<file path="src/rtl/spi_slave_if.sv">
// SPI peripheral bus bundle: serial pins from the link plus the parallel tx/rx word side.
// Pure wiring, no storage and no added latency.
// tx_load is a strobe gated by tx_ready; rx_valid is a one-cycle pulse with no backpressure.
`timescale 1ns/1ps
interface spi_slave_if #(
  parameter int WIDTH = 8
);
  logic             sck;
  logic             cs_n;
  logic             mosi;
  logic             miso;
  logic [WIDTH-1:0] tx_data;
  logic             tx_load;
  logic             tx_ready;
  logic [WIDTH-1:0] rx_data;
  logic             rx_valid;
  logic             busy;

  // External master / test side
  modport master (
    output sck, cs_n, mosi, tx_data, tx_load,
    input  miso, tx_ready, rx_data, rx_valid, busy
  );

  // Peripheral endpoint side
  modport slave (
    input  sck, cs_n, mosi, tx_data, tx_load,
    output miso, tx_ready, rx_data, rx_valid, busy
  );
endinterface

</file>
<file path="src/rtl/spi_slave.sv">
// SPI mode-0 peripheral: oversamples sck/cs_n/mosi in clk50M, MSB-first shift in/out.
// Latency: pin edge to internal strobe 3 cycles; rx_valid one cycle after the final sck rise strobe.
// No backpressure: rx words overwrite rx_data; tx_load is ignored while tx_ready=0.
`timescale 1ns/1ps
module spi_slave #(
  parameter int WIDTH = 8
) (
  input  logic       clk50M,
  input  logic       rst_n,
  spi_slave_if.slave bus
);
  localparam int              CW   = $clog2(WIDTH);
  localparam logic [CW-1:0]   LAST = CW'(WIDTH - 1);

  typedef enum logic {IDLE, SHIFT} state_t;

  state_t           r_state;
  logic             r_sck_m, r_sck_s, r_sck_d;
  logic             r_cs_m, r_cs_s;
  logic             r_mosi_m, r_mosi_s;
  logic             r_armed;
  logic [CW-1:0]    r_bit_cnt;
  logic [WIDTH-1:0] r_shift_rx;
  logic [WIDTH-1:0] r_shift_tx;
  logic [WIDTH-1:0] r_tx_buf;
  logic             r_tx_ready;
  logic [WIDTH-1:0] r_rx_data;
  logic             r_rx_valid;
  logic             r_miso;
  logic             r_busy;

  logic             w_sck_rise;
  logic             w_sck_fall;
  logic             w_start;
  logic             w_boundary;
  logic             w_word_load;
  logic             w_tx_accept;
  logic [WIDTH-1:0] w_next_word;

  assign w_sck_rise  = r_sck_s & ~r_sck_d;
  assign w_sck_fall  = ~r_sck_s & r_sck_d;
  // A transfer only starts after chip select has been seen high at least once since reset,
  // so a cs_n held low through reset does not start a transfer on release.
  assign w_start     = (r_state == IDLE) & r_armed & ~r_cs_s;
  assign w_boundary  = (r_state == SHIFT) & ~r_cs_s & w_sck_fall & (r_bit_cnt == '0);
  assign w_word_load = w_start | w_boundary;
  assign w_tx_accept = bus.tx_load & r_tx_ready;
  assign w_next_word = r_tx_ready ? '0 : r_tx_buf;

  assign bus.miso     = r_miso;
  assign bus.tx_ready = r_tx_ready;
  assign bus.rx_data  = r_rx_data;
  assign bus.rx_valid = r_rx_valid;
  assign bus.busy     = r_busy;

  // Two-flop synchronisers plus one sck delay flop for edge strobes.
  // The cs synchroniser resets low so only a genuine high level can arm the start logic.
  always_ff @(posedge clk50M or negedge rst_n) begin
    if (!rst_n) begin
      r_sck_m  <= 1'b0;
      r_sck_s  <= 1'b0;
      r_sck_d  <= 1'b0;
      r_cs_m   <= 1'b0;
      r_cs_s   <= 1'b0;
      r_mosi_m <= 1'b0;
      r_mosi_s <= 1'b0;
      r_armed  <= 1'b0;
    end else begin
      r_sck_m  <= bus.sck;
      r_sck_s  <= r_sck_m;
      r_sck_d  <= r_sck_s;
      r_cs_m   <= bus.cs_n;
      r_cs_s   <= r_cs_m;
      r_mosi_m <= bus.mosi;
      r_mosi_s <= r_mosi_m;
      r_armed  <= r_armed | r_cs_s;
    end
  end

  // Single-entry transmit buffer; a same-cycle load and accept sends zeros and keeps the new data.
  always_ff @(posedge clk50M or negedge rst_n) begin
    if (!rst_n) begin
      r_tx_buf   <= '0;
      r_tx_ready <= 1'b1;
    end else if (w_tx_accept) begin
      r_tx_buf   <= bus.tx_data;
      r_tx_ready <= 1'b0;
    end else if (w_word_load) begin
      r_tx_ready <= 1'b1;
    end
  end

  // Transfer FSM: shift in on sck rise, shift out on sck fall, abort on chip select release.
  always_ff @(posedge clk50M or negedge rst_n) begin
    if (!rst_n) begin
      r_state    <= IDLE;
      r_bit_cnt  <= '0;
      r_shift_rx <= '0;
      r_shift_tx <= '0;
      r_rx_data  <= '0;
      r_rx_valid <= 1'b0;
      r_miso     <= 1'b0;
      r_busy     <= 1'b0;
    end else begin
      r_rx_valid <= 1'b0;
      case (r_state)
        IDLE: begin
          r_miso <= 1'b0;
          r_busy <= 1'b0;
          if (w_start) begin
            r_state    <= SHIFT;
            r_busy     <= 1'b1;
            r_bit_cnt  <= '0;
            r_shift_tx <= w_next_word;
            r_miso     <= w_next_word[WIDTH-1];
          end
        end
        SHIFT: begin
          if (r_cs_s) begin
            r_state    <= IDLE;
            r_busy     <= 1'b0;
            r_miso     <= 1'b0;
            r_bit_cnt  <= '0;
            r_shift_rx <= '0;
            r_shift_tx <= '0;
          end else if (w_sck_rise) begin
            r_shift_rx <= {r_shift_rx[WIDTH-2:0], r_mosi_s};
            if (r_bit_cnt == LAST) begin
              r_rx_data  <= {r_shift_rx[WIDTH-2:0], r_mosi_s};
              r_rx_valid <= 1'b1;
              r_bit_cnt  <= '0;
            end else begin
              r_bit_cnt <= r_bit_cnt + 1'b1;
            end
          end else if (w_sck_fall) begin
            if (r_bit_cnt == '0) begin
              r_shift_tx <= w_next_word;
              r_miso     <= w_next_word[WIDTH-1];
            end else begin
              r_shift_tx <= {r_shift_tx[WIDTH-2:0], 1'b0};
              r_miso     <= r_shift_tx[WIDTH-2];
            end
          end
        end
        default: r_state <= IDLE;
      endcase
    end
  end
endmodule

</file>
<file path="src/flat_wrapper.sv">
// flat-port wrapper written by rule: the top's interface ports become plain ports
module spi_slave_flat 
#(
  parameter int WIDTH = 8
)
  (clk50M, rst_n, bus_sck, bus_cs_n, bus_mosi, bus_tx_data, bus_tx_load, bus_miso, bus_tx_ready, bus_rx_data, bus_rx_valid, bus_busy);
  spi_slave_if #(.WIDTH(WIDTH)) bus_i ();
  input  logic clk50M;
  input  logic rst_n;
  input wire logic [$bits(bus_i.sck)-1:0] bus_sck;
  input wire logic [$bits(bus_i.cs_n)-1:0] bus_cs_n;
  input wire logic [$bits(bus_i.mosi)-1:0] bus_mosi;
  input wire logic [$bits(bus_i.tx_data)-1:0] bus_tx_data;
  input wire logic [$bits(bus_i.tx_load)-1:0] bus_tx_load;
  output wire logic [$bits(bus_i.miso)-1:0] bus_miso;
  output wire logic [$bits(bus_i.tx_ready)-1:0] bus_tx_ready;
  output wire logic [$bits(bus_i.rx_data)-1:0] bus_rx_data;
  output wire logic [$bits(bus_i.rx_valid)-1:0] bus_rx_valid;
  output wire logic [$bits(bus_i.busy)-1:0] bus_busy;
  assign bus_i.sck = bus_sck;
  assign bus_i.cs_n = bus_cs_n;
  assign bus_i.mosi = bus_mosi;
  assign bus_i.tx_data = bus_tx_data;
  assign bus_i.tx_load = bus_tx_load;
  assign bus_miso = bus_i.miso;
  assign bus_tx_ready = bus_i.tx_ready;
  assign bus_rx_data = bus_i.rx_data;
  assign bus_rx_valid = bus_i.rx_valid;
  assign bus_busy = bus_i.busy;
  spi_slave #(.WIDTH(WIDTH)) u_core (.clk50M(clk50M), .rst_n(rst_n), .bus(bus_i));
endmodule
</file>
<file path="config.mk">
export PLATFORM = sky130hd
export DESIGN_NAME = spi_slave_flat
export DESIGN_NICKNAME = d
export VERILOG_FILES = /design/src/rtl/spi_slave_if.sv /design/src/rtl/spi_slave.sv /design/src/flat_wrapper.sv
export SDC_FILE = /design/constraint.sdc
export NUM_CORES = 1
export LEC_CHECK = 0
export CORE_ASPECT_RATIO = 0.9
export CORE_MARGIN = 2
export CORE_UTILIZATION = 54
export DETAILED_ROUTE_END_ITERATION = 16
export PLACE_DENSITY = 0.79
export SLEW_MARGIN = 20
export SYNTH_ARGS = -nofsm -noshare
export SYNTH_HDL_FRONTEND = slang
export SYNTH_SLANG_ARGS = --single-unit
</file>
<file path="constraint.sdc">
create_clock -name clk50M -period 1.6 [get_ports clk50M]
set_input_delay 0.24 -clock clk50M [delete_from_list [all_inputs] [get_ports clk50M]]
set_output_delay 0.24 -clock clk50M [all_outputs]
set_load 0.05 [all_outputs]
</file>
## Word level (Yosys, flattened, before mapping)

Cells that the tools add are included.

| storage, ports and cells | value |
|---|---|
| logic and storage cells | 78 |
| register bits after elaboration | 46 |
| output and inout port bits | 12 |
| bits of input ports | 14 |

| cells by class | value |
|---|---|
| reduce and logical (&&, ||, !) cells | 8 |
| bitwise logic cells | 14 |
| equal/unequal tests | 6 |
| add/sub/neg operators | 1 |
| muxes and demuxes | 31 |

Operators with widths:

| kind | count |
|---|---|
| $mux W7 | 7 |
| $mux W1 | 14 |
| $pmux W7 S2 | 1 |
| $mux W3 | 4 |
| $ne A3 B3 Y1 const B | 3 |
| $and A1 B1 Y1 | 8 |
| $mux W8 | 1 |
| $pmux W1 S2 | 3 |
| $pmux W3 S2 | 1 |
| $reduce_and A2 Y1 | 3 |
| $not A1 Y1 | 4 |
| $reduce_and A4 Y1 | 1 |
| $reduce_bool A2 Y1 | 2 |
| $add A3 B1 Y3 const B | 1 |
| $eq A3 B3 Y1 const B | 1 |
| $logic_not A3 Y1 | 1 |
| $reduce_and A3 Y1 | 1 |
| $ne A2 B1 Y1 const B | 1 |
| $ne A2 B2 Y1 const B | 1 |
| $or A1 B1 Y1 | 2 |

## Longest topological paths before layout

| depth | value |
|---|---|
| depth after elaboration | 7 |
| gate-level depth with buffers | 7 |

## Least setup slack after synthesis

No wires, ideal clock.

| timing | value |
|---|---|
| path type | register to register |
| from | reg u_core.r_bit_cnt[0] |
| to | reg u_core.r_shift_tx[1] |
| setup time | 0.095 ns |
| arrival | 1.289 ns |
| required time | 1.505 ns |
| stages on the path, launching flop included | 8 |
| path slack | 0.215 ns |
| period minus slack after synthesis | 1.385 ns |
| buffers on the path | 1 |
| cells stage by stage | dfrtp_1 > inv_1 > ha_1 > nor2b_1 > clkbuf_1 > o21a_1 > a21oi_1 > o31ai_1 |

| on the way | value |
|---|---|
| word-level cells in the longest chain between the ends | 6 |

Ends and longest elaborated chain:

| what | line | RTL |
|---|---|---|
| start, declared | spi_slave.sv:22 | `logic [CW-1:0] r_bit_cnt;` |
| start signal, assigned | spi_slave.sv:133 | `r_bit_cnt <= r_bit_cnt + 1'b1;` |
| $logic_not A3 Y1 | spi_slave.sv:136 | `if (r_bit_cnt == '0) begin` |
| $mux W7 | spi_slave.sv:136 |  |
| $mux W7 | spi_slave.sv:135 | `end else if (w_sck_fall) begin` |
| $mux W7 | spi_slave.sv:126 | `end else if (w_sck_rise) begin` |
| $mux W7 | spi_slave.sv:119 | `if (r_cs_s) begin` |
| $pmux W7 S2 | spi_slave.sv:106 | `case (r_state)` |
| end signal, assigned | spi_slave.sv:114 | `r_shift_tx <= w_next_word;` |
| end signal, assigned | spi_slave.sv:137 | `r_shift_tx <= w_next_word;` |
| end signal, assigned | spi_slave.sv:140 | `r_shift_tx <= {r_shift_tx[WIDTH-2:0], 1'b0};` |
| end, declared | spi_slave.sv:24 | `logic [WIDTH-1:0] r_shift_tx;` |

No other way between the ends. The select of a mux whose other input is x is not followed.
A chain may end at the register's enable or synchronous reset.

## Worst setup path after layout

| timing | value |
|---|---|
| from | reg u_core.r_bit_cnt[0] |
| to | reg u_core.r_miso, in the netlist u_core.bus.miso |

| on the way | value |
|---|---|
| word-level cells in the longest chain between the ends | 6 |

Ends and longest elaborated chain:

| what | line | RTL |
|---|---|---|
| $logic_not A3 Y1 | spi_slave.sv:136 |  |
| $mux W1 | spi_slave.sv:136 |  |
| $mux W1 | spi_slave.sv:135 |  |
| $mux W1 | spi_slave.sv:126 |  |
| $mux W1 | spi_slave.sv:119 |  |
| $pmux W1 S2 | spi_slave.sv:106 |  |
| end signal, assigned | spi_slave.sv:115 | `r_miso <= w_next_word[WIDTH-1];` |
| end signal, assigned | spi_slave.sv:138 | `r_miso <= w_next_word[WIDTH-1];` |
| end signal, assigned | spi_slave.sv:141 | `r_miso <= r_shift_tx[WIDTH-2];` |
| end, declared | spi_slave.sv:29 | `logic r_miso;` |

No other way between the ends. The select of a mux whose other input is x is not followed.

==> metrics.yaml <==
status:
  status: "finished, final reports clean"
global_route:
  gr-total-overflow: 0
  grt_pass1_vias: 1276
  grt_usage_pct: 20.4
  antenna_found_initial: 0
  grt_max_degree: 29
  grt_pass1_wl_um: 6100
synthesis:
  syn_nets: 192
  synthCells: 174
  seq_area_frac_synth_pct: 57.3
  syn_avg_cell_area_sq_um: 11.6
  yosys_warnings: 0
  netlist_area_sq_um: 2010
  synth_area_leaders: "dfrtp_1 (56%), mux2_2 (5.0%), a21oi_1 (3.5%)"
  ys_ff_latch: 46
  synth_top_area_share_pct: 56.0
  synth.largest_area_cell: "dfrtp_1"
  ys_types: 36
  ys.flop_type: "dfrtp_1"
  ys_async_sr_fraction_pct: 100
  synth_edf_count: 0
timing:
  slew_headroom_pct: 69.6
  setup_viol: 0
  finalSetupTns_ns: 0
  worst_pin_slew_ns: 0.457
  min_period_over_period_pct: 92.3
  rsz0062_at_grt: "no"
  clock.fmax_mhz: 677
  hold_violations: 0
  period_minus_slack_ns: 1.48
  slew_violations: 0
  fin_worst_skew_ns: 0.00331
clock_network:
  cts-buffers-inserted: 5
  cts_sinks: 46
  cts_root_buf: "clkbuf_8"
  cts_tree: "built"
  clock_path_buffers: 2
  h-tree-depth: 2
  cts.clk_slew.worst_paths_ns: 0.08
  insertion_delay_ns: 0.30
critical_path:
  crit_path_top_delay_cell: "dfrtp_1"
  rr_endpoint: "u_core.bus.miso$_DFFE_PN0P_"
  path_cells: "inv_1, ha_1, nor2b_1, buf_4, o21a_1, a31oi_1, o31ai_2"
  path_buf_inv: 2
  cp_max_fo: 8
  cp-end-kind: "flop"
  cp_data_arrival_time_ns: 1.66
  rr_worst_depth: 7
  r2r_start: "u_core.r_bit_cnt[0]$_DFFE_PN0P_"
  worstSetupPathType: "reg -> reg"
  setup.worst_path.start: "u_core.r_bit_cnt[0]$_DFFE_PN0P_"
  critPathRequiredTime_ns: 1.78
  cp_slowest_stage_delay_ns: 0.36
  r2r_slack_ns: 0.12
  startpoint_type: "flop"
  critPathTopFamily: "compound AO/OA/AOI/OAI gates"
layout:
  diodes: 0
  final_cells: 252
  area_growth_pct: 19.6
  final_common_cell: "dfrtp_1"
  n_fill_cell: 270
  nNetsFinal: 223
  layout-drive-gt1-share_pct: 23.8
  layout_common_cells: "dfrtp_1 (45), buf_4 (17), nand2_1 (15)"
min_path:
  hp-class: "reg -> reg"
  hold_path_startpoint: "u_core.r_cs_m$_DFF_PN0_"
  hold_depth: 0
  whs_endpoint: "u_core.r_cs_s$_DFF_PN0_"
floorplan:
  dieArea_sq_um: 4230
  die_x_um: 68.3
  start_util_pct: 55.1
  core_area_sq_um: 3650
  die_h_um: 61.9
  num_rows: 21
  pin_count: 26
drt:
  drc: 0
  dr.pass1.iters: 4
  vias_per_cell: 5.53
  drt_iter0_markers: 85
  wl_per_cell_um: 14.7
  ant_nets: 0
  routed_wirelength_um: 3710
  vias: 1393
place:
  dpl.cell_count: 243
  portBuffers: 25
  gp_congestion: 0.829
  dp_hpwl_um: 2720
power_and_ir_drop:
  p_leak_nw: 1.08
  p_per_area_nw_per_um2: 1040
  vdd_drop_max_mv: 0.772
flow_run:
  drv_cap: 0
cell families (layout without fill, tap and decap cells):
group	after synthesis	after routing	synth area share (%)
fa+ha+maj	4	4	2.49
buf+inv	20	52	5.10
mux	11	11	6.53
flops	46	46	57.3
simple gates	37	37	9.71
compound gates	56	56	18.9
where the power goes:
group          switching (mW)  total, mW  internal [mW]  leakage [nW]
Sequential              0.101       1.39           1.29         0.589
Clock                   0.370      0.717          0.347        0.0472
Combinational           0.203      0.397          0.194         0.441
worst register-to-register path, stage by stage (launching register included):
cell and delay, ns:
dfrtp_1 0.36, inv_1 0.07, ha_1 0.21, nor2b_1 0.13
buf_4 0.16, o21a_1 0.17, a31oi_1 0.19, o31ai_2 0.09
final cells by class:
type | count | area [sq um] | area share (%)
flip-flops and latches | 46 | 1150 | 47.9
multi-input cells | 108 | 756 | 31.4
repair buffers | 33 | 303 | 12.6
clock buffers | 6 | 82.6 | 3.43
well taps | 46 | 57.6 | 2.39
inverters | 11 | 41.3 | 1.72
clock inverters | 2 | 12.5 | 0.520
stage by stage:
step / power (mW) / hold WS (ns) / worst slack [ns] / utilization [%] / cell area, sq um
floorplan: 1.65 / -0.0556 / 0.215 / - / 2010
global placement: 1.78 / 0.206 / 0.148 / 63.0 / 2300
detailed placement: 1.81 / 0.219 / 0.135 / 63.0 / 2300
CTS: 2.53 / 0.356 / 0.117 / 65.8 / 2400
global route: 2.63 / 0.364 / 0.0366 / 65.8 / 2400
finish: 2.50 / 0.352 / 0.123 / 65.8 / 2400
per-layer routing:
layer | track usage, % | wire length (um)
met5 | 0 | 0
met4 | 10.3 | 62
met3 | 5.41 | 198
met2 | 29.3 | 1720
met1 | 29.0 | 1730
registers in the layout, summed over array words and instances (netlist names), 3 cells and up:
name and cells:
u_core.r_bit_cnt 3, u_core.r_shift_rx 7, u_core.r_shift_tx 7, u_core.r_tx_buf 8
u_core.bus.rx_data 8
worst max path at each step:
stage                                  endpoint  slack [ns]  cells past startpoint
2_1_floorplan  u_core.r_shift_tx[1]$_DFFE_PN0P_        0.22                      7
3_3_place_gp     u_core.r_tx_buf[5]$_DFFE_PN0P_        0.15                      3
3_5_place_dp        u_core.bus.miso$_DFFE_PN0P_        0.13                      7
4_1_cts             u_core.bus.miso$_DFFE_PN0P_        0.12                      7
5_1_grt        u_core.r_shift_tx[5]$_DFFE_PN0P_        0.04                      7
6_report            u_core.bus.miso$_DFFE_PN0P_        0.12                      7
Yosys cell counts (2+ instances only):
cell type   n
a21oi_1    14
dfrtp_1    45
ha_1        4
mux2_4      2
inv_1      10
o21ai_0     3
and2b_1     2
buf_6       3
o21ai_1     7
clkbuf_1    4
o21a_1      6
a31oi_1     2
a22oi_1     6
o22ai_1     8
a32o_1      2
nand2b_1    3
mux2_2      9
o31ai_2     4
o31ai_1     2
nand2_1    15
nor2b_1     4
nor2_1      5
repair_timing:
item / CTS / global route
resized for setup: 0 / 0
endpoints found under the setup margin: 0 / 0
buffers inserted: 0 / 0
hold endpoints to repair: 18 / 0
hold buffers: 1 / 0
No activity file was read; power rests on OpenSTA's default activity.
==> patch: new RTL, same flow settings <==
`WIDTH` is set to 8 in 3 places; all go to 16.
--- a/src/rtl/spi_slave_if.sv
+++ b/src/rtl/spi_slave_if.sv
@@ -3,7 +3,7 @@
 // tx_load is a strobe gated by tx_ready; rx_valid is a one-cycle pulse with no backpressure.
 `timescale 1ns/1ps
 interface spi_slave_if #(
-  parameter int WIDTH = 8
+  parameter int WIDTH = 16
 );
   logic             sck;
   logic             cs_n;
--- a/src/rtl/spi_slave.sv
+++ b/src/rtl/spi_slave.sv
@@ -3,7 +3,7 @@
 // No backpressure: rx words overwrite rx_data; tx_load is ignored while tx_ready=0.
 `timescale 1ns/1ps
 module spi_slave #(
-  parameter int WIDTH = 8
+  parameter int WIDTH = 16
 ) (
   input  logic       clk50M,
   input  logic       rst_n,
--- a/src/flat_wrapper.sv
+++ b/src/flat_wrapper.sv
@@ -1,7 +1,7 @@
 // flat-port wrapper written by rule: the top's interface ports become plain ports
 module spi_slave_flat 
 #(
-  parameter int WIDTH = 8
+  parameter int WIDTH = 16
 )
   (clk50M, rst_n, bus_sck, bus_cs_n, bus_mosi, bus_tx_data, bus_tx_load, bus_miso, bus_tx_ready, bus_rx_data, bus_rx_valid, bus_busy);
   spi_slave_if #(.WIDTH(WIDTH)) bus_i ();
Ports: changed (resized bus_rx_data and bus_tx_data); port bits go from 26 to 42. No check against the original RTL was run, so the function may have changed too.
==> patch against the original RTL <==
The run now ends with setup timing left. Sequential cell count rose by 33. Synthesized area rose by 66%. Count of clock-buffer cells in the layout rose by 5. Design area rose by 76%. Routed wire length rose by 87%. Total power rose by 91%. Worst setup slack got worse by 170 ps. Cell count rose by 63%. Critical endpoint unchanged. Largest cell class unchanged.
==> patch: results (changes against the original RTL) <==
Finish
  – Diodes inserted: 0 (unchanged)
  – Fillers: 416 (+54%)
  – Layout Nets: 359 (+61%)
  – Final core utilization: 0.7004 (+0.04195)
  – Layout cells sized above 1: 0.3118 (+0.07390)

Synthesis
  – Synth cell count leaders: 78 x dfrtp_1, 21 x nand2_1, 19 x a21oi_1
  – Synth Area in Adders: 0.007513 (-0.01738)
  – Net Count, Synth: 294 (+53%)
  – Top cells by area, synth: dfrtp_1 59%, mux2_1 5.4%, mux2_2 5.4%
  – Syn. warnings: 0 (unchanged)
  – Most used DFF post-synth: dfrtp_1
  – Async SR Flop Fraction: 1.000 (unchanged)
  – Sequential share of the synthesized area: 0.5939 (+0.02080)
  – Multiplexer share of the synthesized area: 0.1142 (+0.04886)
  – Synth Area in XOR/XNOR: 0 (unchanged)
  – Mapped Cells: 270 (+55%)
  – Synth cell types: 38 (+5.6%)
  – Post-synthesis compound-gate area fraction: 0.1630 (-0.02551)

CTS
  – H-tree depth: 3 (+1)
  – Reg clk slew, reported paths: 80 ps (about the same)
  – CTS buffer count: 9 (+4)
  – Clk Latency, worst-skew pair: 350 ps (+50 ps)
  – CTS root buf: clkbuf_8

Hold path
  – HP Class: in2reg

Pwr
  – P_clk: 1.31 mW (+83%)
  – Power, Total: 4.776 mW (+91%)
  – Total internal power: 3.370 mW (+84%)
  – Peak supply drop: 757.3 uV (-1.8%)
  – Pleak: 2.009 nW (+86%)
  – Sequential share of power: 0.523 (-0.032)

Placed design
  – DP Cell Count: 390 (+60%)
  – Hpwl dp: 4.363 mm (+61%)
  – Placed inst area: 0.003892 mm2 (+69%)
  – PortBufs: 41 (+64%)
  – Pre-CTS setup slack: -106.6 ps (-241.2 ps)
  – Placer Congestion: 0.7923 (-4.4%)

Drt
  – Vias per cell: 5.842 (+5.7%)
  – Per-cell routed wire length: 16.86 um (+15%)
  – DRT iter0 DRCs: 178 (+110%)
  – Final wirelength: 6.947 mm (+87%)

STA
  – Relative slew slack: 0.5776 (-0.1180)
  – Final setup margin: -47.66 ps (-170.9 ps)
  – Setup TNS: -188.0 ps (-188.0 ps)
  – Setup Skew: 6.285 ps (+2.977 ps)
  – Final Setup Violations: 8 (+8)

Worst setup path
  – CP arrival: 1880 ps (+220 ps)
  – Slowest stage delay, CP: 410 ps (+50 ps)
  – Crit path max-delay family: simple AND/OR/NAND/NOR gates
  – Crit Path Max Fanout: 8 (unchanged)

Global route
  – GRT Overall Usage: 0.2193 (+0.01486)
  – Met3 Track Usage GR: 0.07150 (+0.01745)
  – Vias in the first global route: 2337 (+83%)
  – GR Layer Usage met2: 0.3130 (+0.02033)
  – Met1 Use GR: 0.3168 (+0.02651)
  – Pin count of the biggest net entering global routing: 34 (+17%)
  – First-pass GRT wire length: 11.37 mm (+86%)

Status
  – Failing checks: setup timing
  – Status: complete, but fails checks
patch: changes by cell type after synthesis, sizes merged, moves of 7 or more:
cell    delta
a211oi     +8
a21o      +14
a21oi      +7
a22o      +14
buf       +10
dfrtp     +33
inv        -8
mux2      +21
nand2      +7
nand3      +9
nor2       +7
o22ai      -7
patch: cell type report:
cell class                      instances  share of cell area
Sequential cell                        79              0.4671
Clock buffer                           11             0.03338
Inverter                                3            0.002659
Tap cell                               72             0.02127
Clock inverter                          5            0.007976
Timing Repair Buffer                   69              0.1569
Multi-Input combinational cell        173              0.3108
patch: metal layers:
layer | up-vias | routed length, um
met4 | 0 | 100
met2 | 74 | 3424
li1 | 1103 | -
met1 | 1218 | 3060
met5 | - | 0
met3 | 12 | 361
patch: path summary, 6_finish.rpt:
kind | from | endpoint | slack, ps | cells past startpoint
hold / removal | bus_mosi | u_core.r_mosi_m$_DFF_PN0_ | 330 | 1
min in group asynchronous | rst_n | u_core.bus.rx_data[3]$_DFFE_PN0P_ | 360 | 2
setup / recovery | u_core.r_bit_cnt[0]$_DFFE_PN0P_ | u_core.bus.miso$_DFFE_PN0P_ | -50 | 7
max in group asynchronous | rst_n | u_core.r_tx_buf[11]$_DFFE_PN0P_ | 760 | 3
hold reg to reg | u_core.r_cs_m$_DFF_PN0_ | u_core.r_cs_s$_DFF_PN0_ | 350 | 0
setup reg to reg | u_core.r_bit_cnt[0]$_DFFE_PN0P_ | u_core.bus.miso$_DFFE_PN0P_ | -50 | 7
patch: what timing repair did:
action | in CTS | in global routing
hold buffers | 1 | 0
setup buffers | 3 | 1
endpoints found under the setup margin | 40 | 36
endpoints found under the hold margin | 28 | 0
pin swaps | 5 | 2
resized for setup | 13 | 13
gates cloned | 1 | 0
